## config.mk

```make
export PLATFORM = sky130hd
export DESIGN_NAME = ptw_mem_responder_flat
export DESIGN_NICKNAME = d
export VERILOG_FILES = /design/src/rtl/ptw_pkg.sv /design/src/rtl/ptw_mem_responder_if.sv /design/src/rtl/ptw_pte_line_cache.sv /design/src/rtl/ptw_mem_responder.sv /design/src/flat_wrapper.sv
export SDC_FILE = /design/constraint.sdc
export NUM_CORES = 1
export LEC_CHECK = 0
export CAP_MARGIN = 40
export CORE_MARGIN = 5
export CORE_UTILIZATION = 37
export DETAILED_ROUTE_END_ITERATION = 16
export PLACE_DENSITY = 0.77
export REMOVE_ABC_BUFFERS = 1
export SYNTH_ARGS = -nofsm -noshare
export SYNTH_HDL_FRONTEND = slang
export SYNTH_SLANG_ARGS = --single-unit
export TNS_END_PERCENT = 50
```

## constraint.sdc

```tcl
create_clock -name clk -period 2.05 [get_ports clk]
set_input_delay 0.205 -clock clk [delete_from_list [all_inputs] [get_ports clk]]
set_output_delay 0.205 -clock clk [all_outputs]
set_load 0.02 [all_outputs]
```

## src/rtl/ptw_pkg.sv

```systemverilog
// Shared types and helpers for the PTW memory responder: FSM states,
// Err_flags bit positions and the line-offset derivation.
package ptw_pkg;

  typedef enum logic [1:0] {
    IDLE  = 2'd0,
    ISSUE = 2'd1,
    WAIT  = 2'd2
  } ptw_state_e;

  localparam int ERR_MISALIGN = 0;
  localparam int ERR_OVERLAP  = 1;
  localparam int ERR_TIMEOUT  = 2;

  // Number of byte-offset bits inside one main-memory line.
  function automatic int line_off(input int line_bits);
    int n;
    n = 0;
    for (int i = 0; i < 31; i++) begin
      if ((32'sd1 <<< i) == (line_bits / 8)) begin
        n = i;
      end else begin
        n = n;
      end
    end
    return n;
  endfunction

endpackage

```

## src/rtl/ptw_mem_responder_if.sv

```systemverilog
// PTE word interface (PTW side) and main-memory line port bundled together;
// slave is the responder's view, master is the PTW/memory environment's view.
interface ptw_mem_responder_if #(
  parameter int PC_BITS   = 20,
  parameter int LINE_BITS = 128
);
  logic                 Ptw_mem_req;
  logic [PC_BITS-1:0]   Ptw_mem_addr;
  logic [31:0]          Ptw_mem_rdata;
  logic                 Ptw_mem_valid;
  logic                 Pmem_req;
  logic [PC_BITS-1:0]   Pmem_addr;
  logic [LINE_BITS-1:0] Pmem_rdata;
  logic                 Pmem_valid;

  modport slave (
    input  Ptw_mem_req, Ptw_mem_addr, Pmem_rdata, Pmem_valid,
    output Ptw_mem_rdata, Ptw_mem_valid, Pmem_req, Pmem_addr
  );

  modport master (
    output Ptw_mem_req, Ptw_mem_addr, Pmem_rdata, Pmem_valid,
    input  Ptw_mem_rdata, Ptw_mem_valid, Pmem_req, Pmem_addr
  );
endinterface

```

## src/rtl/ptw_pte_line_cache.sv

```systemverilog
// Single-entry PTE line cache: one valid bit, one line tag, one line.
// A flush always wins over a simultaneous fill.
module ptw_pte_line_cache #(
  parameter int TAG_BITS  = 16,
  parameter int LINE_BITS = 128
) (
  input  logic                 clk,
  input  logic                 rst,
  input  logic                 flush,
  input  logic                 fill,
  input  logic [TAG_BITS-1:0]  fill_tag,
  input  logic [LINE_BITS-1:0] fill_line,
  input  logic [TAG_BITS-1:0]  look_tag,
  output logic                 hit,
  output logic [LINE_BITS-1:0] line
);
  logic                 valid_r;
  logic [TAG_BITS-1:0]  tag_r;
  logic [LINE_BITS-1:0] line_r;

  // Entry storage: valid tracks flush/fill, tag and data load on fill.
  always_ff @(posedge clk or posedge rst) begin
    if (rst) begin
      valid_r <= 1'b0;
      tag_r   <= '0;
      line_r  <= '0;
    end else begin
      if (flush) begin
        valid_r <= 1'b0;
      end else if (fill) begin
        valid_r <= 1'b1;
      end else begin
        valid_r <= valid_r;
      end
      if (fill) begin
        tag_r  <= fill_tag;
        line_r <= fill_line;
      end else begin
        tag_r  <= tag_r;
        line_r <= line_r;
      end
    end
  end

  assign hit  = valid_r && (tag_r == look_tag);
  assign line = line_r;
endmodule

```

## src/rtl/ptw_mem_responder.sv

```systemverilog
// PTW memory responder: reads a PTE word via the shared line port, arbitrating
// against the dcache. Define PTW_RESP_PTE_CACHE_EN for the one-line PTE cache.
module ptw_mem_responder
  import ptw_pkg::*;
#(
  parameter int PC_BITS   = 20,
  parameter int LINE_BITS = 128,
  parameter int TIMEOUT   = 64
) (
  input  logic                clk,
  input  logic                rst,
  ptw_mem_responder_if.slave  bus,
  input  logic                Dc_mem_busy,
  output logic                Ptw_owns_mem,
  input  logic                Pte_flush,
  output logic [2:0]          Err_flags
);
  localparam int OFF = line_off(LINE_BITS);
  localparam int CW  = (TIMEOUT > 1) ? $clog2(TIMEOUT) : 1;
  localparam logic [CW-1:0] CNT_LAST = CW'(TIMEOUT - 1);

  ptw_state_e          state_r, state_s;
  logic [PC_BITS-1:2]  addr_r, addr_s;
  logic [CW-1:0]       cnt_r, cnt_s;
  logic                hit_pend_r, hit_pend_s;
  logic [31:0]         rdata_r, rdata_s;
  logic                valid_r, valid_s;
  logic                pmem_req_r, pmem_req_s;
  logic [PC_BITS-1:0]  pmem_addr_r, pmem_addr_s;
  logic [2:0]          err_r, err_s;
  logic                fill_s;
  logic                hit_s;
  logic [LINE_BITS-1:0] cache_line_s;
  logic [OFF-3:0]      idx_s;

  assign idx_s = addr_r[OFF-1:2];

  // Next-state and next-output logic for the request FSM.
  always_comb begin
    state_s     = state_r;
    addr_s      = addr_r;
    cnt_s       = cnt_r;
    hit_pend_s  = hit_pend_r;
    rdata_s     = rdata_r;
    valid_s     = 1'b0;
    pmem_req_s  = 1'b0;
    pmem_addr_s = pmem_addr_r;
    err_s       = err_r;
    fill_s      = 1'b0;
    case (state_r)
      IDLE: begin
        if (bus.Ptw_mem_req) begin
          addr_s  = bus.Ptw_mem_addr[PC_BITS-1:2];
          state_s = ISSUE;
          if (bus.Ptw_mem_addr[1:0] != 2'b00) begin
            err_s[ERR_MISALIGN] = 1'b1;
          end else begin
            err_s[ERR_MISALIGN] = err_r[ERR_MISALIGN];
          end
        end else begin
          state_s = IDLE;
        end
      end
      ISSUE: begin
        // A cache hit bypasses arbitration; the dcache keeps the port.
        if (hit_s) begin
          hit_pend_s = 1'b1;
          state_s    = WAIT;
        end else if (!Dc_mem_busy) begin
          pmem_req_s  = 1'b1;
          pmem_addr_s = {addr_r[PC_BITS-1:OFF], {OFF{1'b0}}};
          cnt_s       = '0;
          state_s     = WAIT;
        end else begin
          state_s = ISSUE;
        end
      end
      WAIT: begin
        if (hit_pend_r) begin
          rdata_s    = cache_line_s[{idx_s, 5'b00000} +: 32];
          valid_s    = 1'b1;
          hit_pend_s = 1'b0;
          state_s    = IDLE;
        end else if (bus.Pmem_valid) begin
          rdata_s = bus.Pmem_rdata[{idx_s, 5'b00000} +: 32];
          valid_s = 1'b1;
          fill_s  = 1'b1;
          state_s = IDLE;
        end else if (cnt_r == CNT_LAST) begin
          rdata_s            = 32'h0000_0000;
          valid_s            = 1'b1;
          err_s[ERR_TIMEOUT] = 1'b1;
          state_s            = IDLE;
        end else begin
          cnt_s = cnt_r + CW'(1);
        end
      end
      default: begin
        state_s = IDLE;
      end
    endcase
    if (bus.Ptw_mem_req && (state_r != IDLE)) begin
      err_s[ERR_OVERLAP] = 1'b1;
    end else begin
      err_s[ERR_OVERLAP] = err_s[ERR_OVERLAP];
    end
  end

  // State and output registers.
  always_ff @(posedge clk or posedge rst) begin
    if (rst) begin
      state_r     <= IDLE;
      addr_r      <= '0;
      cnt_r       <= '0;
      hit_pend_r  <= 1'b0;
      rdata_r     <= 32'h0000_0000;
      valid_r     <= 1'b0;
      pmem_req_r  <= 1'b0;
      pmem_addr_r <= '0;
      err_r       <= 3'b000;
    end else begin
      state_r     <= state_s;
      addr_r      <= addr_s;
      cnt_r       <= cnt_s;
      hit_pend_r  <= hit_pend_s;
      rdata_r     <= rdata_s;
      valid_r     <= valid_s;
      pmem_req_r  <= pmem_req_s;
      pmem_addr_r <= pmem_addr_s;
      err_r       <= err_s;
    end
  end

  assign bus.Ptw_mem_rdata = rdata_r;
  assign bus.Ptw_mem_valid = valid_r;
  assign bus.Pmem_req      = pmem_req_r;
  assign bus.Pmem_addr     = pmem_addr_r;
  assign Err_flags         = err_r;
  assign Ptw_owns_mem      = ((state_r == ISSUE) && !Dc_mem_busy && !hit_s) ||
                             ((state_r == WAIT) && !hit_pend_r);

`ifdef PTW_RESP_PTE_CACHE_EN
  ptw_pte_line_cache #(
    .TAG_BITS (PC_BITS - OFF),
    .LINE_BITS(LINE_BITS)
  ) u_cache (
    .clk      (clk),
    .rst      (rst),
    .flush    (Pte_flush),
    .fill     (fill_s),
    .fill_tag (addr_r[PC_BITS-1:OFF]),
    .fill_line(bus.Pmem_rdata),
    .look_tag (addr_r[PC_BITS-1:OFF]),
    .hit      (hit_s),
    .line     (cache_line_s)
  );
`else
  logic unused_s;
  assign hit_s        = 1'b0;
  assign cache_line_s = '0;
  assign unused_s     = ^{Pte_flush, fill_s};
`endif
endmodule
```

## src/flat_wrapper.sv

```systemverilog
// flat-port wrapper written by rule: the top's interface ports become plain ports
module ptw_mem_responder_flat import ptw_pkg::*;
#(
  parameter int PC_BITS   = 20,
  parameter int LINE_BITS = 128,
  parameter int TIMEOUT   = 64
)
  (clk, rst, Dc_mem_busy, Ptw_owns_mem, Pte_flush, Err_flags, bus_Ptw_mem_req, bus_Ptw_mem_addr, bus_Pmem_rdata, bus_Pmem_valid, bus_Ptw_mem_rdata, bus_Ptw_mem_valid, bus_Pmem_req, bus_Pmem_addr);
  ptw_mem_responder_if #(.PC_BITS(PC_BITS), .LINE_BITS(LINE_BITS)) bus_i ();
  input  logic clk;
  input  logic rst;
  input  logic Dc_mem_busy;
  output logic Ptw_owns_mem;
  input  logic Pte_flush;
  output logic [2:0] Err_flags;
  input wire logic [$bits(bus_i.Ptw_mem_req)-1:0] bus_Ptw_mem_req;
  input wire logic [$bits(bus_i.Ptw_mem_addr)-1:0] bus_Ptw_mem_addr;
  input wire logic [$bits(bus_i.Pmem_rdata)-1:0] bus_Pmem_rdata;
  input wire logic [$bits(bus_i.Pmem_valid)-1:0] bus_Pmem_valid;
  output wire logic [$bits(bus_i.Ptw_mem_rdata)-1:0] bus_Ptw_mem_rdata;
  output wire logic [$bits(bus_i.Ptw_mem_valid)-1:0] bus_Ptw_mem_valid;
  output wire logic [$bits(bus_i.Pmem_req)-1:0] bus_Pmem_req;
  output wire logic [$bits(bus_i.Pmem_addr)-1:0] bus_Pmem_addr;
  assign bus_i.Ptw_mem_req = bus_Ptw_mem_req;
  assign bus_i.Ptw_mem_addr = bus_Ptw_mem_addr;
  assign bus_i.Pmem_rdata = bus_Pmem_rdata;
  assign bus_i.Pmem_valid = bus_Pmem_valid;
  assign bus_Ptw_mem_rdata = bus_i.Ptw_mem_rdata;
  assign bus_Ptw_mem_valid = bus_i.Ptw_mem_valid;
  assign bus_Pmem_req = bus_i.Pmem_req;
  assign bus_Pmem_addr = bus_i.Pmem_addr;
  ptw_mem_responder #(.PC_BITS(PC_BITS), .LINE_BITS(LINE_BITS), .TIMEOUT(TIMEOUT)) u_core (.clk(clk), .rst(rst), .bus(bus_i), .Dc_mem_busy(Dc_mem_busy), .Ptw_owns_mem(Ptw_owns_mem), .Pte_flush(Pte_flush), .Err_flags(Err_flags));
endmodule
```

==> impl_metrics.tcl, run 1 <==
set metrics [dict create \
    status "finished, final reports clean" \
    num_rows 39 \
    grtUsageMet3_pct 6.92 \
    clk_pin_slew_ns 0.06 \
    coreArea_mm2 0.0114 \
    die_h_um 118 \
    p_comb_share_pct 48.4 \
    htreeDepth 3 \
    sw_frac_of_total_pct 33.8 \
    synth_area_leaders "dfrtp_1 (46%), mux4_2 (15%), a221o_1 (7.7%), nor2b_1 (4.9%), mux2_2 (4.7%)" \
    grt_pass1_vias 4105 \
    gp_congestion 0.792 \
    vias 3748 \
    grt_pass1_wl_mm 21.3 \
    synth_edf_count 0 \
    io_pins 212 \
    synth_mux_area_share_pct 21.9 \
    synth_top_area_cell "dfrtp_1" \
    p_leak_nw 2.76 \
    die_w_um 118 \
    track_usage_pct 19.0 \
    yosysTopAreaCellShare_pct 45.8 \
    dpl.cell_count 688 \
    dpl.hpwl_mm 10.3 \
    synthAdderAreaFrac_pct 0.290 \
    ys.flop_type "dfrtp_1" \
    cts_root_buffer "clkbuf_16" \
    slew_violations 0 \
    crit_fanout 2 \
    max_freq_ghz 0.544 \
    clk_latency_ns 0.33 \
    skew_ns 0.00512 \
    first_iter_violations 248 \
    hold_path.class "primary input to asynchronous set/reset pin" \
    firstDrtPassIters 4 \
    drtAntennaViolNets 0 \
    max_slew_margin_pct 58.7 \
    final_cell_mix "clkdlybuf4s50_1 (204), dfrtp_1 (78), nand2_1 (51), nor2b_1 (34), a221o_1 (33)" \
    synth-compound-area-share_pct 9.89 \
    arrival_ns 1.63 \
    hold_violations 0 \
    stdcell_count 704 \
    port_buffers 206 \
    power.density_mw_per_mm2 1180 \
    grt-ovfl-total 0 \
    initial_core_util_pct 37.8 \
    avgSynthCellArea_um2 12.2 \
    critPathKind "register to output pin" \
    period_share_pct 89.6 \
    drt-total-wl_mm 13.0 \
    async_flop_share_pct 100 \
    grtUsageMet1_pct 21.0 \
    cp.required_ns 1.85 \
    finalSetupTns_ns 0 \
    cts_tree "built" \
    finalCriticalPeriod_ns 1.84 \
    nets 711 \
    switching_power_mw 2.74 \
    cts_sinks 79 \
    cts_hold_buf 0 \
    grt_max_degree 36 \
    busiest_layer "met2" \
    netlist_area_mm2 0.00431 \
    drc 0 \
    drive_gt1_share_pct 15.3 \
    synth_top_family_by_area "multiplexers" \
    p_seq_share_pct 31.7 \
    yosysSeqAreaShare_pct 45.8 \
    setup_violations 0 \
    grt_use_met2_pct 33.2 \
    areaGrowthSynthToFinish_pct 59.9 \
    numCtsBuffers 9 \
    ir_drop_uv 731 \
    worst_pin_slew_ns 0.616 \
    vias_per_cell 5.32 \
    yosys.area_share.xor_xnor_pct 0 \
    power.share.clock_pct 19.9 \
    routedWlPerCell_um 18.5 \
    ys_ff_latch 79 \
    max-cap-violations 0 \
    clock_path_buffers 2 \
    yosys.cell_types.count 40 \
    synth-simple-area-share_pct 17.4 \
    antenna_found_initial 0 \
    dieArea_mm2 0.0139 \
    rsz0062_at_grt "no" \
    p_int_mw 5.37 \
    critPathLaunchType "register" \
    mostFrequentLayoutCell "clkdlybuf4s50_1" \
    yosysWarnings 0 \
    post_cts_buffers 0 \
    reg2reg_depth 6 \
    antenna_cells 0 \
    netlist_instances 355 \
    cp-end-kind "output pin" \
]
final cells by class:
class                   instances  area, um^2
fillers                       949        4520
repair buffers                221        2260
multi-input cells             241        2160
flip-flops and latches         79        1980
clock buffers                  10         239
well taps                     143         179
clock inverters                 6        67.6
inverters                       4        16.3
cell usage after synthesis (2+ instances only):
cell type and instances:
a21oi_1 2, a221o_1 33, and2_1 32, and3_1 2
buf_2 8, buf_4 4, buf_6 4, clkbuf_1 17
dfrtp_1 79, inv_1 3, mux2_2 18, mux4_1 3
mux4_2 29, nand2_1 51, nand2b_1 3, nand3_1 2
nand4_1 2, nor2_1 3, nor2b_1 34, nor3b_1 3
o211ai_1 2, o21ai_0 2, or3b_2 2
stage by stage:
step / power [mW] / util [%] / hold WS, ns / worst slack (ns) / instance area [um^2]
after floorplan: 4.79 / - / 0.332 / -0.507 / 4140
after global placement: 6.44 / 57.6 / 0.440 / 0.0592 / 6580
after detailed placement: 6.58 / 57.8 / 0.451 / -0.0341 / 6600
after CTS: 8.22 / 60.4 / 0.253 / 0.192 / 6900
after global routing: 8.60 / 60.4 / 0.293 / 0.0906 / 6900
final: 8.11 / 60.4 / 0.238 / 0.213 / 6900
kinds of logic (layout without fill, tap and decap cells):
family	after synthesis	after routing
adders and majority gates	1	1
muxes	51	51
and+or+nand+nor	139	139
DFF	79	79
AOI/OAI and AO/OA	46	46
other	1	4
buffers and inverters	38	241
flip-flops by register name, indices dropped and copies added, names as in the netlist:
signal	flops
u_core.bus.Ptw_mem_rdata	32
u_core.addr_r	18
u_core.bus.Pmem_addr	16
u_core.cnt_r	6
u_core.Err_flags	3
u_core.state_r	2
u_core.bus.Pmem_req	1
u_core.bus.Ptw_mem_valid	1
critical path: stages, from the launching register on:
cell	delay, ns
dfrtp_1	0.39
or3b_2	0.48
nand2_1	0.09
dlygate4sd2_1	0.33
power groups by stage:
stage	registers (mW)	logic (mW)	clock network [mW]
6_report	2.57	3.93	1.62
3_5_place_dp	2.58	3.99	0
3_3_place_gp	2.55	3.89	0
2_1_floorplan	3.13	1.67	0
5_1_grt	2.64	4.24	1.72
4_1_cts	2.57	4.00	1.66
per-layer routing:
metal,vias up,wire [um]
met3,20,1260
li1,1706,-
met2,184,6640
met1,1838,4870
met4,0,265
met5,-,0
repair_timing:
item / CTS / global route
endpoints found under the hold margin: 0 / 0
endpoints found under the setup margin: 1 / 0
gates resized for setup: 1 / 0
path summary, 6_finish.rpt:
check | from | slack (ns) | end
hold reg to reg | u_core.addr_r[19] | 0.46 | u_core.bus.Pmem_addr[19]
hold / removal | rst | 0.24 | u_core.addr_r[3]
min in group clk | bus_Pmem_valid | 0.30 | u_core.Err_flags[2]
setup / recovery | u_core.state_r[1] | 0.21 | Ptw_owns_mem
max in group asynchronous | rst | 1.28 | u_core.addr_r[10]
setup reg to reg | u_core.state_r[0] | 0.22 | u_core.cnt_r[5]
Note: power is estimated with default switching activity, not from simulation.
==> run 2, diff against run 1 <==
- CELL_PAD_IN_SITES_DETAIL_PLACEMENT: default -> 1
- CELL_PAD_IN_SITES_GLOBAL_PLACEMENT: default -> 1
- CORE_UTILIZATION: 37 -> 28
- PLACE_DENSITY: 0.77 -> default
- PLACE_DENSITY_LB_ADDON: default -> 0.1
==> impl_metrics.tcl, run 2 (synthesis gave the netlist of run 1 again) <==
set metrics [dict create \
    status "finished, final reports clean" \
    finalSetupTns_ns 0 \
    hold_path.class "primary input to asynchronous set/reset pin" \
    cp-end-kind "output pin" \
    cts_sinks 79 \
    areaGrowthSynthToFinish_pct 61.4 \
    nets 715 \
    finalPower_mw 8.14 \
    max_freq_ghz 0.516 \
    first_iter_violations 152 \
    final_cell_mix "clkdlybuf4s50_1 (205), dfrtp_1 (78), nand2_1 (51), nor2b_1 (34), a221o_1 (33)" \
    routedWlPerCell_um 18.9 \
    drt-total-wl_mm 14.2 \
    io_pins 212 \
    finalCriticalPeriod_ns 1.94 \
    antenna_found_initial 0 \
    grt_max_degree 35 \
    p_leak_nw 2.77 \
    drive_gt1_share_pct 15.8 \
    numCtsBuffers 9 \
    setup_violations 0 \
    crit_fanout 6 \
    rsz0062_at_grt "no" \
    slew_violations 0 \
    cts_root_buffer "clkbuf_16" \
    initial_core_util_pct 28.5 \
    die_h_um 134 \
    htreeDepth 3 \
    clk_latency_ns 0.33 \
    largest_reg_flops 32 \
    power.density_mw_per_mm2 1170 \
    grt-ovfl-total 0 \
    coreArea_mm2 0.0151 \
    period_share_pct 94.5 \
    port_buffers 206 \
    clock_path_buffers 2 \
    max-cap-violations 0 \
    drc 0 \
    firstDrtPassIters 4 \
    cts_tree "built" \
    vias_per_cell 4.92 \
    dieArea_mm2 0.0180 \
    cp.required_ns 1.85 \
    clk_pin_slew_ns 0.06 \
    reg2reg_slack_ns 0.26 \
    track_usage_pct 16.2 \
    num_rows 45 \
    drtAntennaViolNets 0 \
    critPathKind "register to output pin" \
    critPathLaunchType "register" \
    antenna_cells 0 \
    skew_ns 0.00584 \
    ir_drop_uv 421 \
    grt_pass1_vias 4253 \
    gp_congestion 0.699 \
    dpl.hpwl_mm 11.1 \
    setup_slack_ns 0.113 \
    grt_pass1_wl_mm 23.0 \
    hold_violations 0 \
    cts_hold_buf 0 \
    vias 3701 \
    hold_slack_ns 0.198 \
    mostFrequentLayoutCell "clkdlybuf4s50_1" \
    pre_cts_slack_ns -0.0854 \
    die_w_um 134 \
    arrival_ns 1.73 \
]
[run 2: final timing paths]
check	start	to	depth (start not counted)
hold reg to reg	u_core.addr_r[6]	u_core.bus.Pmem_addr[6]	2
hold / removal	rst	u_core.bus.Pmem_addr[17]	2
setup / recovery	u_core.state_r[1]	Ptw_owns_mem	3
max in group asynchronous	rst	u_core.bus.Ptw_mem_rdata[28]	3
setup reg to reg	u_core.addr_r[2]	u_core.bus.Ptw_mem_rdata[10]	4
min in group clk	u_core.addr_r[6]	u_core.bus.Pmem_addr[6]	2
[run 2: layout make-up]
class	count	area, um^2
flip-flops and latches	79	1980
multi-input cells	241	2160
well taps	188	235
repair buffers	225	2270
clock buffers	11	253
clock inverters	5	56.3
fillers	1630	8180
inverters	4	16.3
[run 2: per-layer routing]
metal  GRT usage (%)  wire (um)  vias up
met1            18.8       5630     1830
met3            6.15       1400       12
met4            4.98        177        0
li1                -          -     1711
met2            27.8       7010      148
met5               0          0        -
[run 2: timing repair]
item / 4_1_cts / 5_1_grt
setup buffers: 0 / 0
resized for setup: 1 / 1
endpoints found under the setup margin: 1 / 1
[run 2: where the power goes]
group | leakage (nW) | total [mW] | internal [mW] | switching (mW)
Clock | 0.152 | 1.65 | 1.01 | 0.643
Sequential | 0.892 | 2.53 | 2.15 | 0.386
Combinational | 1.72 | 3.96 | 2.21 | 1.75
Total | 2.77 | 8.14 | 5.37 | 2.78
[run 2: critical path, cell delays in order (launching register included)]
cell	delay [ns]
dfrtp_1	0.37
or3b_2	0.58
nand2_1	0.10
dlygate4sd2_1	0.34
[run 2: through the flow]
step	area [um^2]	utilization (%)	std cells
floorplan	4140	-	324
global placement	6650	43.9	737
finish	6960	46.0	753
detailed placement	6650	43.9	737
CTS	6960	45.9	753
global route	6960	46.0	753
